==> config.mk <==
export PLATFORM = sky130hd
export DESIGN_NAME = rv_decode
export DESIGN_NICKNAME = d
export VERILOG_FILES = /design/src/rtl/rv_defs.sv /design/src/rtl/rv_imm_gen.sv /design/src/rtl/rv_decode.sv
export SDC_FILE = /design/constraint.sdc
export NUM_CORES = 1
export LEC_CHECK = 0
export CAP_MARGIN = 20
export CORE_AREA = 2 2 108 110
export DETAILED_ROUTE_END_ITERATION = 8
export DIE_AREA = 0 0 110 112
export PLACE_DENSITY = 0.88
export SLEW_MARGIN = 5
export SYNTH_ARGS = -nofsm -noshare
export SYNTH_HDL_FRONTEND = slang
export SYNTH_SLANG_ARGS = --single-unit
==> constraint.sdc <==
create_clock -name clk_i -period 2.4 [get_ports clk_i]
set_input_delay 0.48 -clock clk_i [delete_from_list [all_inputs] [get_ports clk_i]]
set_output_delay 0.48 -clock clk_i [all_outputs]
set_load 0.02 [all_outputs]
==> src/rtl/rv_defs.sv <==
// rtl/rv_defs.sv - uRV shared opcode constants, immediate formats and decode record
package rv_defs;

    // Major opcodes, instruction bits [6:2]
    localparam logic [4:0] OPC_LOAD   = 5'b00000;
    localparam logic [4:0] OPC_OP_IMM = 5'b00100;
    localparam logic [4:0] OPC_AUIPC  = 5'b00101;
    localparam logic [4:0] OPC_STORE  = 5'b01000;
    localparam logic [4:0] OPC_OP     = 5'b01100;
    localparam logic [4:0] OPC_LUI    = 5'b01101;
    localparam logic [4:0] OPC_BRANCH = 5'b11000;
    localparam logic [4:0] OPC_JALR   = 5'b11001;
    localparam logic [4:0] OPC_JAL    = 5'b11011;
    localparam logic [4:0] OPC_SYSTEM = 5'b11100;

    // fun7 of the M-extension multiply/divide group under OPC_OP
    localparam logic [6:0] FUN7_MULDIV = 7'b0000001;

    typedef enum logic [2:0] {
        IMM_NONE,
        IMM_I,
        IMM_S,
        IMM_B,
        IMM_U,
        IMM_J
    } imm_fmt_e;

    // Immediate layout used by each major opcode; OP and unknown opcodes carry none
    function automatic imm_fmt_e imm_fmt_of(input logic [4:0] opc);
        case (opc)
            OPC_LOAD, OPC_OP_IMM, OPC_JALR, OPC_SYSTEM: imm_fmt_of = IMM_I;
            OPC_STORE:                                  imm_fmt_of = IMM_S;
            OPC_BRANCH:                                 imm_fmt_of = IMM_B;
            OPC_LUI, OPC_AUIPC:                         imm_fmt_of = IMM_U;
            OPC_JAL:                                    imm_fmt_of = IMM_J;
            default:                                    imm_fmt_of = IMM_NONE;
        endcase
    endfunction

    // Everything the decode stage registers for one instruction
    typedef struct packed {
        logic [31:0] pc;
        logic [4:0]  opcode;
        logic [2:0]  fun3;
        logic [6:0]  fun7;
        logic [4:0]  rs1;
        logic [4:0]  rs2;
        logic [4:0]  rd;
        logic [31:0] imm;
        logic        is_load;
        logic        is_store;
        logic        is_branch;
        logic        is_jal;
        logic        is_jalr;
        logic        is_alu;
        logic        is_lui;
        logic        is_auipc;
        logic        is_system;
        logic        is_mul;
        logic        illegal;
    } dec_t;

endpackage

==> src/rtl/rv_imm_gen.sv <==
// rtl/rv_imm_gen.sv - combinational immediate extraction for the uRV decoder
module rv_imm_gen
    import rv_defs::*;
(
    input  logic [31:2] i_ir,
    output logic [31:0] o_imm
);

    imm_fmt_e w_fmt;

    assign w_fmt = imm_fmt_of(i_ir[6:2]);

    // Reassemble and sign-extend the immediate scattered in the chosen layout
    always_comb begin
        o_imm = '0;
        case (w_fmt)
            IMM_I:   o_imm = {{20{i_ir[31]}}, i_ir[31:20]};
            IMM_S:   o_imm = {{20{i_ir[31]}}, i_ir[31:25], i_ir[11:7]};
            IMM_B:   o_imm = {{19{i_ir[31]}}, i_ir[31], i_ir[7], i_ir[30:25], i_ir[11:8], 1'b0};
            IMM_U:   o_imm = {i_ir[31:12], 12'b0};
            IMM_J:   o_imm = {{11{i_ir[31]}}, i_ir[31], i_ir[19:12], i_ir[20], i_ir[30:21], 1'b0};
            default: o_imm = '0;
        endcase
    end

endmodule

==> src/rtl/rv_decode.sv <==
// rtl/rv_decode.sv - uRV decode stage with load-use stall; RV_DECODE_MUL_EN enables M-extension decode
module rv_decode
    import rv_defs::*;
(
    input  logic        clk_i,
    input  logic        rst_n_i,
    input  logic [31:0] f_ir_i,
    input  logic [31:0] f_pc_i,
    input  logic        f_valid_i,
    input  logic        d_stall_i,
    input  logic        d_kill_i,
    output logic        d_stall_req_o,
    output logic [4:0]  rf_rs1_o,
    output logic [4:0]  rf_rs2_o,
    output logic        d_valid_o,
    output logic [31:0] d_pc_o,
    output logic [4:0]  d_opcode_o,
    output logic [2:0]  d_fun3_o,
    output logic [6:0]  d_fun7_o,
    output logic [4:0]  d_rs1_o,
    output logic [4:0]  d_rs2_o,
    output logic [4:0]  d_rd_o,
    output logic [31:0] d_imm_o,
    output logic        d_is_load_o,
    output logic        d_is_store_o,
    output logic        d_is_branch_o,
    output logic        d_is_jal_o,
    output logic        d_is_jalr_o,
    output logic        d_is_alu_o,
    output logic        d_is_lui_o,
    output logic        d_is_auipc_o,
    output logic        d_is_system_o,
    output logic        d_is_mul_o,
    output logic        d_illegal_o
);

    dec_t        r_dec;
    logic        r_valid;

    dec_t        w_dec;
    logic [31:0] w_imm;
    logic [4:0]  w_opc;
    logic        w_known_opc;
    logic        w_mul_enc;
    logic        w_illegal;
    logic        w_uses_rs1;
    logic        w_uses_rs2;
    logic        w_hazard;

    assign w_opc    = f_ir_i[6:2];
    assign rf_rs1_o = f_ir_i[19:15];
    assign rf_rs2_o = f_ir_i[24:20];

    rv_imm_gen u_imm_gen (
        .i_ir  (f_ir_i[31:2]),
        .o_imm (w_imm)
    );

    // Recognise the major opcodes and which source registers each one reads
    always_comb begin
        w_known_opc = 1'b0;
        w_uses_rs1  = 1'b1;
        w_uses_rs2  = 1'b0;
        case (w_opc)
            OPC_LOAD, OPC_OP_IMM, OPC_JALR, OPC_SYSTEM: w_known_opc = 1'b1;
            OPC_STORE, OPC_OP, OPC_BRANCH: begin
                w_known_opc = 1'b1;
                w_uses_rs2  = 1'b1;
            end
            OPC_LUI, OPC_AUIPC, OPC_JAL: begin
                w_known_opc = 1'b1;
                w_uses_rs1  = 1'b0;
            end
            default: w_known_opc = 1'b0;
        endcase
    end

    assign w_mul_enc = (w_opc == OPC_OP) && (f_ir_i[31:25] == FUN7_MULDIV);

`ifdef RV_DECODE_MUL_EN
    assign w_illegal = (f_ir_i[1:0] != 2'b11) || !w_known_opc;
`else
    assign w_illegal = (f_ir_i[1:0] != 2'b11) || !w_known_opc || w_mul_enc;
`endif

    // Build the full decode record of the incoming word; class flags stay clear when illegal
    always_comb begin
        w_dec         = '0;
        w_dec.pc      = f_pc_i;
        w_dec.opcode  = w_opc;
        w_dec.fun3    = f_ir_i[14:12];
        w_dec.fun7    = f_ir_i[31:25];
        w_dec.rs1     = f_ir_i[19:15];
        w_dec.rs2     = f_ir_i[24:20];
        w_dec.rd      = f_ir_i[11:7];
        w_dec.imm     = w_imm;
        w_dec.illegal = w_illegal;
        if (!w_illegal) begin
            case (w_opc)
                OPC_LOAD:   w_dec.is_load   = 1'b1;
                OPC_STORE:  w_dec.is_store  = 1'b1;
                OPC_BRANCH: w_dec.is_branch = 1'b1;
                OPC_JAL:    w_dec.is_jal    = 1'b1;
                OPC_JALR:   w_dec.is_jalr   = 1'b1;
                OPC_OP_IMM: w_dec.is_alu    = 1'b1;
                OPC_LUI:    w_dec.is_lui    = 1'b1;
                OPC_AUIPC:  w_dec.is_auipc  = 1'b1;
                OPC_SYSTEM: w_dec.is_system = 1'b1;
                OPC_OP: begin
                    if (w_mul_enc) w_dec.is_mul = 1'b1;
                    else           w_dec.is_alu = 1'b1;
                end
                default: w_dec.is_alu = 1'b0;
            endcase
        end
    end

    // The held load writes a register the incoming instruction reads; x0 never matches
    assign w_hazard = r_valid && r_dec.is_load && (r_dec.rd != 5'd0) &&
                      ((w_uses_rs1 && (f_ir_i[19:15] == r_dec.rd)) ||
                       (w_uses_rs2 && (f_ir_i[24:20] == r_dec.rd)));

    assign d_stall_req_o = f_valid_i && w_hazard && !d_kill_i;

    // Pipeline register: kill beats stall, stall holds, hazard inserts a bubble
    always_ff @(posedge clk_i or negedge rst_n_i) begin
        if (!rst_n_i) begin
            r_valid <= 1'b0;
            r_dec   <= '0;
        end else if (d_kill_i) begin
            r_valid <= 1'b0;
        end else if (!d_stall_i) begin
            if (d_stall_req_o) begin
                r_valid <= 1'b0;
            end else begin
                r_valid <= f_valid_i;
                r_dec   <= w_dec;
            end
        end
    end

    assign d_valid_o     = r_valid;
    assign d_pc_o        = r_dec.pc;
    assign d_opcode_o    = r_dec.opcode;
    assign d_fun3_o      = r_dec.fun3;
    assign d_fun7_o      = r_dec.fun7;
    assign d_rs1_o       = r_dec.rs1;
    assign d_rs2_o       = r_dec.rs2;
    assign d_rd_o        = r_dec.rd;
    assign d_imm_o       = r_dec.imm;
    assign d_is_load_o   = r_dec.is_load;
    assign d_is_store_o  = r_dec.is_store;
    assign d_is_branch_o = r_dec.is_branch;
    assign d_is_jal_o    = r_dec.is_jal;
    assign d_is_jalr_o   = r_dec.is_jalr;
    assign d_is_alu_o    = r_dec.is_alu;
    assign d_is_lui_o    = r_dec.is_lui;
    assign d_is_auipc_o  = r_dec.is_auipc;
    assign d_is_system_o = r_dec.is_system;
    assign d_is_mul_o    = r_dec.is_mul;
    assign d_illegal_o   = r_dec.illegal;

endmodule

==> impl_metrics.tcl, run 1 <==
set metrics [dict create \
    vias 3859 \
    yosys.area.top_type "dfrtp_1" \
    multi_input_area_um2 2030 \
    yosysUniqueCellTypes 41 \
    synth_top_family_by_area "multiplexers" \
    hold_viol 0 \
    wirelength_mm 13.9 \
    synth_compound_area_share_pct 6.42 \
    layout.area.seq_um2 2650 \
    clock_latency_ns 0.35 \
    drtPass1Iterations 4 \
    vdd_ir_drop_max_v 0.000402 \
    finalClockSkew_ns 0.00988 \
    drcViolationCount 0 \
    hold_path_class "input pin to asynchronous set/reset pin" \
    nNetsFinal 670 \
    avgRoutedWirePerCell_um 18.5 \
    cts-root-buf "clkbuf_16" \
    rows 39 \
    cts_buffers 9 \
    htree_num_levels 3 \
    initial_core_util_pct 44.3 \
    drtAntennaViolNets 0 \
    r2r_setup_slack_ns 0.19 \
    cp-end-kind "register" \
    rsz0062_at_grt "false" \
    p_total_mw 5.07 \
    die-area_um2 12300 \
    finalMaxSlewViolations 0 \
    hold_buffers 0 \
    worst_pin_slew_ns 0.702 \
    hold-worst-slack_ns 0.129 \
    worstPathMaxFanout 5 \
    fill_cells 810 \
    cts_buffer_depth 2 \
    crit_arrival_ns 2.56 \
    antenna_found_initial 2 \
    cts.clk_slew.worst_paths_ns 0.07 \
    place_congestion 0.910 \
    dpl.hpwl_mm 10.4 \
    drive_gt1_share_pct 28.5 \
    final_core_util_pct 68.1 \
    avgSynthCellArea_um2 12.9 \
    synth_seq_cells 106 \
    first_iter_violations 181 \
    syn_to_final_growth_pct 53.7 \
    synth_simple_gate_area_share_pct 7.23 \
    dp_cells 727 \
    core_um2 11200 \
    yosysWarnings 0 \
    postSynthCellCount 383 \
    cp.required_ns 2.63 \
    setup-violations-final 0 \
    die_x_um 110 \
    ios 186 \
    synth_xor_xnor_area_share_pct 1.95 \
    fin_cells 751 \
    grt_max_degree 50 \
    cts_sinks 106 \
    cp-start-kind "input pin" \
    synth.area.top_cells "dfrtp_1 (54%), mux2_2 (13%), mux2_4 (11%)" \
    ys_seq_area_share_pct 53.6 \
    synthAdderAreaFrac_pct 0 \
    muxShareOfSynthArea_pct 24.9 \
    overflow 0 \
    fmax_mhz 429 \
    syn-cell-area_um2 4950 \
    maxCapViolCount 0 \
    portBuffers 185 \
    min_period_ns 2.33 \
    grt_pass1_wl_mm 21.8 \
    p_leak_nw 3.29 \
    fin_crit_sh_pct 97.1 \
    synth_nets 452 \
    critPathKind "input pin to register" \
    grt_pass1_vias 4123 \
    die_h_um 112 \
    power.density_nw_per_um2 666 \
    cts_tree "yes" \
    gr-usage-all-layers_pct 23.2 \
    via_per_inst 5.14 \
    outcome "complete, no violations" \
    synth.top_cell.area_share_pct 53.6 \
    maxSlewHeadroom_pct 52.8 \
]
-- worst max-delay path: stages --
cell           delay (ns)
dlygate4sd2_1        0.23
or3b_4               0.41
a2111oi_4            0.31
nand3_2              0.13
buf_4                0.17
nor2b_4              0.15
bufbuf_16            0.27
buf_4                0.13
mux2_4               0.29
-- flip-flops by register name, summed over array words and instances, names as in the netlist, 3 cells and up --
name	count
d_rd_o	5
d_pc_o	32
d_rs2_o	5
d_fun3_o	3
d_imm_o	32
d_opcode_o	5
d_fun7_o	7
d_rs1_o	5
-- logic make-up (layout without fill, tap and decap cells) --
family	Yosys count	in the layout
flops	106	106
mux	99	99
other cells	0	2
xor+xnor	11	11
buf+inv	51	274
simple gates	67	67
compound gates	49	49
-- per-layer routing --
| metal | up-vias | GRT usage (%) | share of wire [%] |
|---|---|---|---|
| met5 | - | 0 | 0 |
| met4 | 0 | 9.79 | 2.6 |
| li1 | 1765 | - | - |
| met3 | 29 | 4.74 | 6.0 |
| met2 | 145 | 38.0 | 51 |
| met1 | 1920 | 29.7 | 41 |
-- cells in the mapped netlist (all sizes together) --
cell and n:
dfrtp 106, or2 1, nor2b 10, o21a 1, buf 25, mux2 90
nor3 6, a22oi 1, nor2 11, inv 19, and2 1, and4b 1
or4 2, nor3b 1, o41ai 1, or3b 1, nand2 20, o31ai 1
nand4b 2, o2bb2ai 1, xor2 11, nor4 2, a22o 6, o21ai 16
mux2i 9, nand3b 1, o22ai 4, nand3 6, a2111oi 1, clkbuf 7
a41o 1, a21oi 15, nand4 1, a211oi 1, nand2b 1
-- placed cells by master (no fill, tap or decap), types with 2 or more instances in the layout --
master,count
buf_4,45
nand3_1,5
nor2b_1,9
inv_1,19
o21ai_0,15
buf_6,3
nor3_1,4
nor3_2,2
dlygate4sd2_1,5
mux2i_1,9
mux2_2,55
nor4_1,2
a21oi_1,14
mux2_4,35
buf_12,7
xor2_1,10
clkdlybuf4s50_1,177
or4_1,2
clkinvlp_4,2
nor2_1,11
nand4b_1,2
inv_6,2
diode_2,2
clkbuf_16,9
o22ai_1,4
dfrtp_1,106
a22o_1,6
nand2_1,20
-- power breakdown --
group / internal [mW] / switching (mW)
Sequential: 1.99 / 0.137
Clock: 0.816 / 0.676
Combinational: 0.786 / 0.658
Total: 3.60 / 1.47
-- metrics by stage --
| step | area [um2] | setup slack (ns) | setup TNS, ns |
|---|---|---|---|
| after floorplan | 4950 | 0.171 | 0 |
| after global placement | 7210 | -0.561 | -42.01 |
| after detailed placement | 7210 | -0.611 | -49.55 |
| after CTS | 7600 | 0.00520 | 0 |
| after global routing | 7610 | 0.0217 | 0 |
| final | 7610 | 0.0691 | 0 |
-- worst paths after layout --
kind                          endpoint  depth (start not counted)  startpoint
max                        d_imm_o[11]                          9   f_ir_i[5]
min                        d_imm_o[18]                          1     rst_n_i
max reg2reg                d_imm_o[30]                          8   d_rd_o[2]
min reg2reg                  d_pc_o[5]                          1   d_pc_o[5]
max in group asynchronous  d_imm_o[11]                          2     rst_n_i
min in group clk_i           d_pc_o[5]                          1   d_pc_o[5]
-- cell type report --
class                           instances  area share (%)
Clock buffer                            9            2.96
Timing Repair Buffer                  239            31.1
Clock inverter                          7            1.00
Antenna cell                            2          0.0658
Inverter                               19           0.937
Sequential cell                       106            34.9
Tap cell                              143            2.35
Multi-Input combinational cell        226            26.7
-- timing repair --
| action | CTS | global route |
|---|---|---|
| buffers inserted | 5 | 0 |
| setup endpoints to repair | 93 | 9 |
| pin swaps | 4 | 0 |
| cloned | 1 | 0 |
| gates resized for setup | 17 | 3 |
(Power assumes the default switching activity.)
==> inputs of run 2 (changes only) <==
PLACE_DENSITY = 0.82   (was 0.88)
SLEW_MARGIN = 20   (was 5)
==> impl_metrics.tcl, run 2 (same netlist as run 1, synthesis figures left out) <==
set metrics [dict create \
    vdd_ir_drop_max_v 0.000404 \
    cts_tree "yes" \
    fill_cells 840 \
    drive_gt1_share_pct 27.7 \
    fmax_mhz 422 \
    setup-violations-final 0 \
    cts.clk_slew.worst_paths_ns 0.08 \
    drcViolationCount 0 \
    hold_viol 0 \
    grt_pass1_wl_mm 21.7 \
    drtAntennaViolNets 0 \
    slowest_stage "or3b_4" \
    hold_buffers 0 \
    postCtsSetupRepairBufs 0 \
    cp.required_ns 1.92 \
    die_x_um 110 \
    overflow 0 \
    place_ws_ns -0.636 \
    final_core_util_pct 67.6 \
    core_um2 11200 \
    die-area_um2 12300 \
    syn_to_final_growth_pct 52.6 \
    initial_core_util_pct 44.3 \
    place_congestion 0.873 \
    setup_ws_ns 0.0307 \
    finalMaxSlewViolations 0 \
    hold-worst-slack_ns 0.0674 \
    fin_crit_sh_pct 98.7 \
    cp-end-kind "primary output" \
    wirelength_mm 13.5 \
    htree_num_levels 3 \
    antennaDiodeCount 0 \
    via_per_inst 5.17 \
    finalClockSkew_ns 0.00969 \
    vias 3838 \
    mostFrequentLayoutCells "clkdlybuf4s50_1 (175), dfrtp_1 (106), mux2_2 (55)" \
    worstPathMaxFanout 2 \
    crit_chain "clkdlybuf4s15_1, or3b_4, a2111oi_4, nand3_2, a21oi_2, buf_4" \
    ios 186 \
    cts_sinks 106 \
    dpl.hpwl_mm 10.2 \
    drtPass1Iterations 4 \
    avgRoutedWirePerCell_um 18.2 \
    worst_pin_slew_ns 0.739 \
    outcome "complete, no violations" \
    min_period_ns 2.37 \
    grt_max_degree 58 \
    rows 39 \
    layout_commonest_cell "clkdlybuf4s50_1" \
    cts-root-buf "clkbuf_16" \
    first_iter_violations 120 \
    power.density_nw_per_um2 675 \
    cp-start-kind "input pin" \
    grt_pass1_vias 4135 \
    critical-path-top-delay-family "simple AND/OR/NAND/NOR gates" \
    antenna_found_initial 0 \
    worst-path-buf-inv 2 \
    nNetsFinal 664 \
    clock_latency_ns 0.35 \
    critPathMaxStageDelay_ns 0.44 \
    maxCapViolCount 0 \
    p_leak_nw 3.29 \
    gr-usage-all-layers_pct 22.9 \
    cts_buffer_depth 2 \
    die_h_um 112 \
    hold_path_class "input pin to asynchronous set/reset pin" \
    crit_arrival_ns 1.89 \
    portBuffers 185 \
    r2r_setup_slack_ns 0.25 \
    cts_buffers 9 \
    critPathKind "input pin to primary output" \
    maxSlewHeadroom_pct 50.3 \
]
## run 2: worst paths after layout
check                      cells past startpoint       from            end
max                                            6  f_ir_i[3]  d_stall_req_o
max in group asynchronous                      2    rst_n_i    d_imm_o[28]
max reg2reg                                    8  d_rd_o[1]     d_pc_o[26]
min                                            1    rst_n_i     d_pc_o[27]
min reg2reg                                    1  d_pc_o[4]      d_pc_o[4]
min in group clk_i                             1  d_pc_o[4]      d_pc_o[4]
## run 2: final cells by class
cell class	count	area, um2	share of cell area (%)
clock inverters	7	83.8	1.11
repair buffers	233	2310	30.6
inverters	19	71.3	0.944
multi-input cells	226	2030	26.9
clock buffers	9	225	2.98
flip-flops and latches	106	2650	35.1
well taps	143	179	2.37
## run 2: metal layers
layer / global-route usage [%] / vias to the layer above / part of all wire [%]
met2: 36.9 / 123 / 50
li1: - / 1758 / -
met5: 0 / - / 0
met4: 10.8 / 0 / 3.7
met3: 4.39 / 37 / 5.7
met1: 29.4 / 1920 / 41
## run 2: what timing repair did
action	in CTS	in global routing
gates cloned	0	0
endpoints found under the setup margin	94	67
gates resized for setup	14	5
pin swaps	4	5
## run 2: report_power, final
group	leakage, nW	total [mW]	switching, mW	internal, mW
registers	1.32	2.12	0.131	1.99
logic	1.81	1.43	0.655	0.776
clock network	0.154	1.55	0.714	0.832
total	3.29	5.10	1.50	3.60
## run 2: metrics by stage
step | setup TNS (ns) | power, mW | instance area, um2 | instances
4_1_cts | 0 | 5.15 | 7540 | 743
6_report | 0 | 5.10 | 7550 | 743
5_1_grt | -0.0215 | 5.32 | 7550 | 743
2_1_floorplan | 0 | 2.82 | 4950 | 383
3_5_place_dp | -47.30 | 3.59 | 7220 | 727
3_3_place_gp | -40.45 | 3.55 | 7220 | 727
